--- src/rtl/reg_scoreboard.sv ---
// Destination-register scoreboard: a saturating pending-write counter per register,
// with issue back-pressure, one-hot writeback enables and a sticky underflow flag.
module reg_scoreboard #(
  parameter int ADDR_W  = 5,
  parameter int CNT_W   = 2,
  parameter int ZERO_HW = 1
) (
  input  logic                      clk,
  input  logic                      rst,
  input  logic                      issue_valid,
  input  logic [ADDR_W-1:0]         issue_rd,
  output logic                      issue_ready,
  input  logic                      wb_en,
  input  logic [ADDR_W-1:0]         wb_rd,
  output logic [(2**ADDR_W)-1:0]    wb_load,
  input  logic                      flush,
  input  logic [ADDR_W-1:0]         rs1,
  input  logic [ADDR_W-1:0]         rs2,
  output logic                      rs1_busy,
  output logic                      rs2_busy,
  output logic [(2**ADDR_W)-1:0]    busy_vec,
  output logic [ADDR_W+CNT_W-1:0]   inflight,
  output logic                      underflow
);

  localparam int NREGS = 2**ADDR_W;
  localparam int INF_W = ADDR_W + CNT_W;
  localparam logic [CNT_W-1:0] MAXP = {CNT_W{1'b1}};
  localparam bit ZHW = (ZERO_HW != 0);

  logic [CNT_W-1:0] pend_reg  [NREGS];
  logic [CNT_W-1:0] pend_next [NREGS];
  logic [INF_W-1:0] inflight_reg, inflight_next;
  logic             underflow_reg, underflow_next;

  logic             wb_valid, issue_tracked, wb_tracked;
  logic             issue_acc, issue_eff, wb_dec, wb_under;
  logic [CNT_W-1:0] pend_issue, pend_wb;

  assign wb_valid      = wb_en && !flush;
  assign issue_tracked = !(ZHW && (issue_rd == '0));
  assign wb_tracked    = !(ZHW && (wb_rd == '0));
  assign pend_issue    = pend_reg[issue_rd];
  assign pend_wb       = pend_reg[wb_rd];

  // A full counter can still accept an issue when a same-cycle writeback frees a slot.
  assign issue_ready = (pend_issue != MAXP)
                    || (wb_valid && (wb_rd == issue_rd) && (pend_issue != '0))
                    || !issue_tracked;

  assign issue_acc = issue_valid && issue_ready && !flush;
  assign issue_eff = issue_acc && issue_tracked;
  assign wb_dec    = wb_valid && wb_tracked && (pend_wb != '0);
  assign wb_under  = wb_valid && wb_tracked && (pend_wb == '0);

  genvar gi;
  generate
    for (gi = 0; gi < NREGS; gi++) begin : g_reg
      localparam logic [ADDR_W-1:0] IDX = ADDR_W'(gi);
      logic inc, dec;
      assign inc = issue_eff && (issue_rd == IDX);
      assign dec = wb_dec && (wb_rd == IDX);
      assign pend_next[gi] = flush          ? '0 :
                             (inc && !dec)  ? pend_reg[gi] + 1'b1 :
                             (dec && !inc)  ? pend_reg[gi] - 1'b1 :
                                              pend_reg[gi];
      assign busy_vec[gi] = (pend_reg[gi] != '0);
    end
  endgenerate

  always_comb begin
    inflight_next = inflight_reg;
    if (flush) begin
      inflight_next = '0;
    end else if (issue_eff && !wb_dec) begin
      inflight_next = inflight_reg + 1'b1;
    end else if (wb_dec && !issue_eff) begin
      inflight_next = inflight_reg - 1'b1;
    end
  end

  // Underflow survives flush; only reset clears it.
  assign underflow_next = underflow_reg | wb_under;

  always_ff @(posedge clk or posedge rst) begin
    if (rst) begin
      for (int i = 0; i < NREGS; i++) begin
        pend_reg[i] <= '0;
      end
      inflight_reg  <= '0;
      underflow_reg <= 1'b0;
    end else begin
      pend_reg      <= pend_next;
      inflight_reg  <= inflight_next;
      underflow_reg <= underflow_next;
    end
  end

  always_comb begin
    wb_load = '0;
    if (wb_en) begin
      wb_load[wb_rd] = 1'b1;
    end
    if (ZHW) begin
      wb_load[0] = 1'b0;
    end
  end

  assign rs1_busy  = busy_vec[rs1];
  assign rs2_busy  = busy_vec[rs2];
  assign inflight  = inflight_reg;
  assign underflow = underflow_reg;

endmodule

--- config.mk ---
export PLATFORM = sky130hd
export DESIGN_NAME = reg_scoreboard
export DESIGN_NICKNAME = d
export VERILOG_FILES = /design/src/rtl/reg_scoreboard.sv
export SDC_FILE = /design/constraint.sdc
export NUM_CORES = 1
export LEC_CHECK = 0
export ABC_AREA = 1
export CAP_MARGIN = 20
export CORE_UTILIZATION = 57
export CTS_CLUSTER_SIZE = 14
export DETAILED_ROUTE_END_ITERATION = 12
export GPL_TIMING_DRIVEN = 1
export PLACE_DENSITY = 0.83
export SYNTH_ARGS = -nofsm -noshare
export SYNTH_HDL_FRONTEND = slang
export SYNTH_SLANG_ARGS = --single-unit
export TNS_END_PERCENT = 20
--- constraint.sdc ---
create_clock -name clk -period 3.8 [get_ports clk]
set_clock_uncertainty 0.2 [all_clocks]
set_input_delay 0.57 -clock clk [delete_from_list [all_inputs] [get_ports clk]]
set_output_delay 0.57 -clock clk [all_outputs]
set_load 0.1 [all_outputs]
### Word-level counts from Yosys, hierarchy flattened

Index checks and enable logic that the tools add are counted.

| word-level totals | value |
|---|---|
| logic and storage cells | 566 |
| latch bits | 0 |
| memories kept | 0 |
| ROM bits | 0 |
| RAM bits | 0 |
| bits in registers | 72 |

| operators by class | value |
|---|---|
| $add $sub $neg | 66 |
| multiplexer cells | 112 |
| bitwise gates (word level) | 3 |
| eq/ne operators | 64 |
| reduce and logical (&&, ||, !) cells | 281 |
| shifts and indexed selects | 0 |
| div/mod/pow operators | 0 |
| $lt $le $gt $ge | 6 |
| multiply operators | 0 |

Operators with widths:

| kind | number |
|---|---|
| 2-to-1 mux 2 bit | 100 |
| == test 5 bit, second input constant | 32 |
| logical AND 1 bit | 140 |
| nonzero test 3 bit | 33 |
| == test 5 x 4 -> 1 bit, second input constant | 16 |
| logical NOT 1 bit | 69 |
| nonzero test 2 bit | 34 |
| adder 2 x 1 -> 2 bit, second input constant | 32 |
| subtractor 2 x 1 -> 2 bit, second input constant | 32 |
| == test 5 x 3 -> 1 bit, second input constant | 8 |
| 2-to-1 mux 32 bit | 1 |
| 2-to-1 mux 7 bit | 3 |
| binary-select mux 2 bit (select 5 bit) | 2 |
| == test 5 x 2 -> 1 bit, second input constant | 4 |
| < comparator 5 x 6 -> 1 bit, second input constant | 3 |
| >= comparator 6 bit, second input constant | 2 |
| NOT 5 -> 6 bit | 2 |
| binary-select mux 1 bit (select 5 bit) | 2 |
| == test 5 x 1 -> 1 bit, second input constant | 2 |
| logical NOT 5 bit | 2 |
| adder 7 x 1 -> 7 bit, second input constant | 1 |
| subtractor 7 x 1 -> 7 bit, second input constant | 1 |
| demux 1 bit (select 5 bit) | 1 |
| == test 5 bit | 1 |
| 6 further kinds | 9 |

### Logic depth before layout (Yosys ltp)

| depth | value |
|---|---|
| depth in word-level cells | 17 |
| mapped depth | 24 |
| gate-level depth less buffers | 22 |

### Worst setup path after synthesis

Ideal clock, no wire load.

| timing | value |
|---|---|
| path type | reg2out |
| start | register pend_reg[18] in the netlist's numbering |
| end | output port rs2_busy |
| path buffers | 1 |
| data arrival time | 3.473 ns |
| stages on the path, launching flop included | 7 |
| path slack | -0.443 ns |
| required time | 3.030 ns |
| cells stage by stage | dfrtp_1 or2_1 clkbuf_1 a21oi_1 o21ai_0 nand3_1 a31oi_1 |

| between the ends | value |
|---|---|
| cells in the longest elaborated chain, start to end | 3 |

Ends and longest elaborated chain:

| what | line | RTL |
|---|---|---|
| start: declaration | 31 | `logic [CNT_W-1:0] pend_reg [NREGS];` |
| start signal: assignment | 93 | `pend_reg <= pend_next;` |
| nonzero test 2 bit | 67 | `assign busy_vec[gi] = (pend_reg[gi] != '0);` |
| via busy_vec[22] | 21 | `output logic [(2**ADDR_W)-1:0] busy_vec,` |
| binary-select mux 1 bit (select 5 bit) | 110 | `assign rs2_busy = busy_vec[rs2];` |
| 2-to-1 mux 1 bit (implied by the code) | 110 |  |
| end: declaration | 20 | `output logic rs2_busy,` |

The timed path passes the listed nets, and every way through them passes these cells. The select of a mux whose other input is x is not followed.

### Worst setup path after layout

| timing | value |
|---|---|
| start | input port issue_rd[1] |
| end | register inflight_reg[6], in the netlist inflight[6] |

| between the ends | value |
|---|---|
| cells in the longest elaborated chain, start to end | 14 |
| elaborated cells between the ends (all ways) | 22 |
| classes of those cells | 2 x eq/ne; 5 x mux; 1 x bitwise; 14 x reduce/logical |

Ends and longest elaborated chain:

| what | line | RTL |
|---|---|---|
| start: declaration | 11 | `input logic [ADDR_W-1:0] issue_rd,` |
| NOT 5 -> 6 bit (implied by the code) | 43 | `assign pend_issue = pend_reg[issue_rd];` |
| binary-select mux 2 bit (select 5 bit) | 43 |  |
| 2-to-1 mux 2 bit (implied by the code) (2 in a row) | 43 |  |
| nonzero test 2 bit | 48 | `\|\| (wb_valid && (wb_rd == issue_rd) && (pend_issue != '0))` |
| logical AND 1 bit | 48 |  |
| logical OR 1 bit | 48 |  |
| logical OR 1 bit | 49 | `\|\| !issue_tracked;` |
| logical AND 1 bit (2 in a row) | 51 | `assign issue_acc = issue_valid && issue_ready && !flush;` |
| logical AND 1 bit (*) | 52 | `assign issue_eff = issue_acc && issue_tracked;` |
| logical AND 1 bit / logical NOT 1 bit (equally long branches) | 75, 77 |  |
| 2-to-1 mux 7 bit / logical AND 1 bit (equally long branches) | 75, 77 |  |
| 2-to-1 mux 7 bit / nonzero test 3 bit (equally long branches) | - |  |
| end signal: assignment | 94 | `inflight_reg <= inflight_next;` |
| end: declaration | 33 | `logic [INF_W-1:0] inflight_reg, inflight_next;` |

Every way passes the cells marked *; elsewhere a longest branch is shown, timed or not. The select of a mux whose other input is x is not followed.
A chain may end at the register's enable or synchronous reset.

==> reports/summary.json <==
{
  "antenna_violations_before_repair": 0,
  "total_leakage_power_nw": 4.57,
  "power.ir.vdd_worst_v": 0.000679,
  "cts_buffer_depth": 2,
  "largest_reg_flops": 64,
  "grt_start_max_net_pins": 75,
  "residual_overflow_from_global_routing": 0,
  "fp.dieArea_sq_um": 13000,
  "power.share.clock_pct": 23.1,
  "design.portCount": 100,
  "rows": 40,
  "grt_usage_pct": 44.9,
  "yosysSeqAreaShare_pct": 25.2,
  "internal-power_mw": 1.99,
  "fin_nets": 1390,
  "grt_first_pass_wirelength_mm": 44.6,
  "finish.utilization_pct": 77.3,
  "type_of_the_tightest_min_delay_check": "flop to flop",
  "combinationalPowerShare_pct": 51.5,
  "power.total_mw": 3.97,
  "grt_pass1_vias": 8597,
  "yosys.cell_count.top_type": "sky130_fd_sc_hd__nand2_1",
  "layout-area-overhead-vs-synth_pct": 30.8,
  "core_sq_um": 12100,
  "total_switching_power_mw": 1.98,
  "power-per-cell-area_nw_per_um2": 424,
  "yosys_reg_bits": 72,
  "worst_path_fanout_max": 6,
  "syn-mean-instance-area_sq_um": 5.80,
  "cp_slowest_stage_delay_ps": 600,
  "worst_slew_pin_slew_ps": 974,
  "final.period_utilization_pct": 95.2,
  "clock_insertion_delay_worst_skew_ps": 360,
  "cts_made_buffers": 9,
  "drc_errors": 0,
  "drv_cap": 0,
  "cts_hold_buf": 0,
  "worstSetupEndpointType": "flop",
  "path_cells": "clkdlybuf4s50_1 -> inv_2 -> buf_4 -> nand2_1 -> nand2_1 -> nand2_1 -> nand2_1 -> o21ai_1 -> nand2_1 -> nand3_4 -> nand3_2 -> ha_1 -> a21oi_1 -> inv_1 -> a31oi_2 -> inv_1 -> a21oi_1 -> inv_1 -> a21oi_1 -> nand3b_1 -> nand3_1 -> nand2_1",
  "antenna_violating_nets_remaining": 0,
  "ff2ff_setup_slack_ps": 340,
  "holdWs_ps": 273,
  "worst_path_max_delay_cell": "sky130_fd_sc_hd__clkdlybuf4s50_1",
  "synth.lib_cells_used.distinct": 41,
  "clk_pin_slew_ps": 60,
  "critical_path_required_ps": 3900,
  "drv_slew": 0,
  "synth_area_sq_um": 7150,
  "category_of_the_most_critical_setup_path": "input port to flop",
  "synth-edff-count": 0,
  "routed_via_density": 6.12,
  "detailedRoute.firstIterationViolations": 1418,
  "worst_path_most_repeated_cell": "sky130_fd_sc_hd__nand2_1",
  "cts_tree": "built",
  "post-synth-top-area-fraction_pct": 25.2,
  "vias": 9381,
  "final_layout_size_suffix_gt1_share_pct": 13.5,
  "fin_crit_ps": 3620,
  "tritoncts_num_sinks": 72,
  "sw_frac_of_total_pct": 49.9,
  "postSynthCellCount": 1234,
  "largest_cells_by_area_after_synthesis": "sky130_fd_sc_hd__dfrtp_1 25%, sky130_fd_sc_hd__nand2_1 17%, sky130_fd_sc_hd__nand3_1 9.0%, sky130_fd_sc_hd__nor2_1 8.3%, sky130_fd_sc_hd__inv_1 7.0%",
  "port_buffers": 98,
  "synth_top_area_cell": "sky130_fd_sc_hd__dfrtp_1",
  "floorplan_die_height_um": 114,
  "final_hold_fails": 0,
  "seqPwrFrac_pct": 25.3,
  "drt_first_pass_iters": 7,
  "deepest_level_of_the_cts_h_tree": 3,
  "wl_mm": 28.7,
  "last_weighted_congestion_value_of_the_routability_driven_placer": 1.02,
  "synth.yosys.warnings": 0,
  "dp.final_hpwl_mm": 20.7,
  "final_setup_vio_count": 0,
  "dominantRegCellSynth": "sky130_fd_sc_hd__dfrtp_1",
  "routed_wire_length_per_instance_um": 18.7,
  "post_synthesis_net_count": 1266,
  "clock.fmax_mhz": 276,
  "finish.cell_count_without_fillers": 1532,
  "placedCellCount": 1515,
  "crit_path_start_kind": "input port",
  "initial_utilization_pct": 59.1,
  "die_w_um": 114,
  "buffer_type_at_the_clock_tree_root": "sky130_fd_sc_hd__clkbuf_16",
  "maxSlewHeadroom_pct": 34.8,
  "run_status": "finished clean",
  "critPathArrivalTime_ps": 3720,
  "yosys-top-cells-count": "333 x sky130_fd_sc_hd__nand2_1, 158 x sky130_fd_sc_hd__nor2_1, 134 x sky130_fd_sc_hd__inv_1, 128 x sky130_fd_sc_hd__nand3_1, 72 x sky130_fd_sc_hd__dfrtp_1",
  "async_flop_share_pct": 100
}
worst paths after layout:
kind,start,endpoint,depth (start not counted)
worst min-delay path,underflow,underflow,1
worst max-delay path,issue_rd[1],inflight[6],22
min in group asynchronous,rst,inflight[1],2
max in group asynchronous,rst,pend_reg[43],3
worst max register to register,pend_reg[18],inflight[6],20
worst min register to register,underflow,underflow,1
through the flow:
step,worst slack [ps],TNS (ps),area (sq um)
final,181,0,9360
after global routing,-34.6,-34.6,9360
after floorplan,-134,-2100,7170
after detailed placement,-346,-782,9010
after CTS,16.1,0,9330
after global placement,-236,-494,9010
placed cells by master (no fill, tap or decap), drive strengths merged, types with 10 or more instances in the layout:
cell           netlist  layout
a21oi               49      49
buf                 32     135
clkbuf              35      12
clkdlybuf4s50        0      42
dfrtp               72      72
inv                145     145
nand2              339     339
nand3              132     132
nand4               54      54
nor2               163     163
nor3                60      60
o211ai              23      23
o21ai               91      91
o22ai               10      10
power by group through the flow:
stage                     logic (mW)  clock network [mW]  registers, mW
after floorplan                 1.20                   0           1.18
after global placement          1.95                   0           1.01
after detailed placement        1.98                   0           1.01
after CTS                       1.99               0.917          0.997
after global routing            2.15               0.950           1.02
final                           2.04               0.918           1.01
routing by layer:
| metal | vias to the layer above | track usage (%) | share of wire, % |
|---|---|---|---|
| met5 | - | 0 | 0 |
| met4 | 0 | 25.3 | 5.6 |
| met3 | 148 | 11.6 | 13 |
| met2 | 710 | 70.3 | 44 |
| met1 | 4212 | 56.2 | 37 |
| li1 | 4311 | - | - |
worst max-delay path: cells and delay by family:
kind	cells	cell delay, ps
AO/OA/AOI/OAI	5	810
adder cells (fa/ha/maj)	1	340
buffers and inverters	6	1090
AND/OR/NAND/NOR	10	920
final cells by class:
cell class                      instances  area (sq um)
Clock buffer                           12           256
Timing Repair Buffer                  180          2000
Inverter                              146           548
Clock inverter                          4          52.6
Fill cell                             998          2750
Sequential cell                        72          1800
Multi-Input combinational cell        949          4490
Tap cell                              168           210
Antenna cell                            1          2.50
kinds of logic (layout without fill, tap and decap cells):
family | Yosys count | in the layout | share of synthesized area [%]
xor+xnor | 6 | 6 | 0.735
flops | 72 | 72 | 25.2
buf+inv | 213 | 342 | 12.6
fa+ha+maj | 7 | 7 | 1.33
simple gates | 754 | 754 | 46.1
compound gates | 181 | 181 | 14.0
other cells | 1 | 2 | 0.0524
what timing repair did:
item	CTS	global route
pin swaps	0	0
cloned	0	0
endpoints found under the hold margin	0	0
gates resized for setup	2	6
setup buffers	0	0
endpoints found under the setup margin	1	3
(Power assumes the default switching activity.)
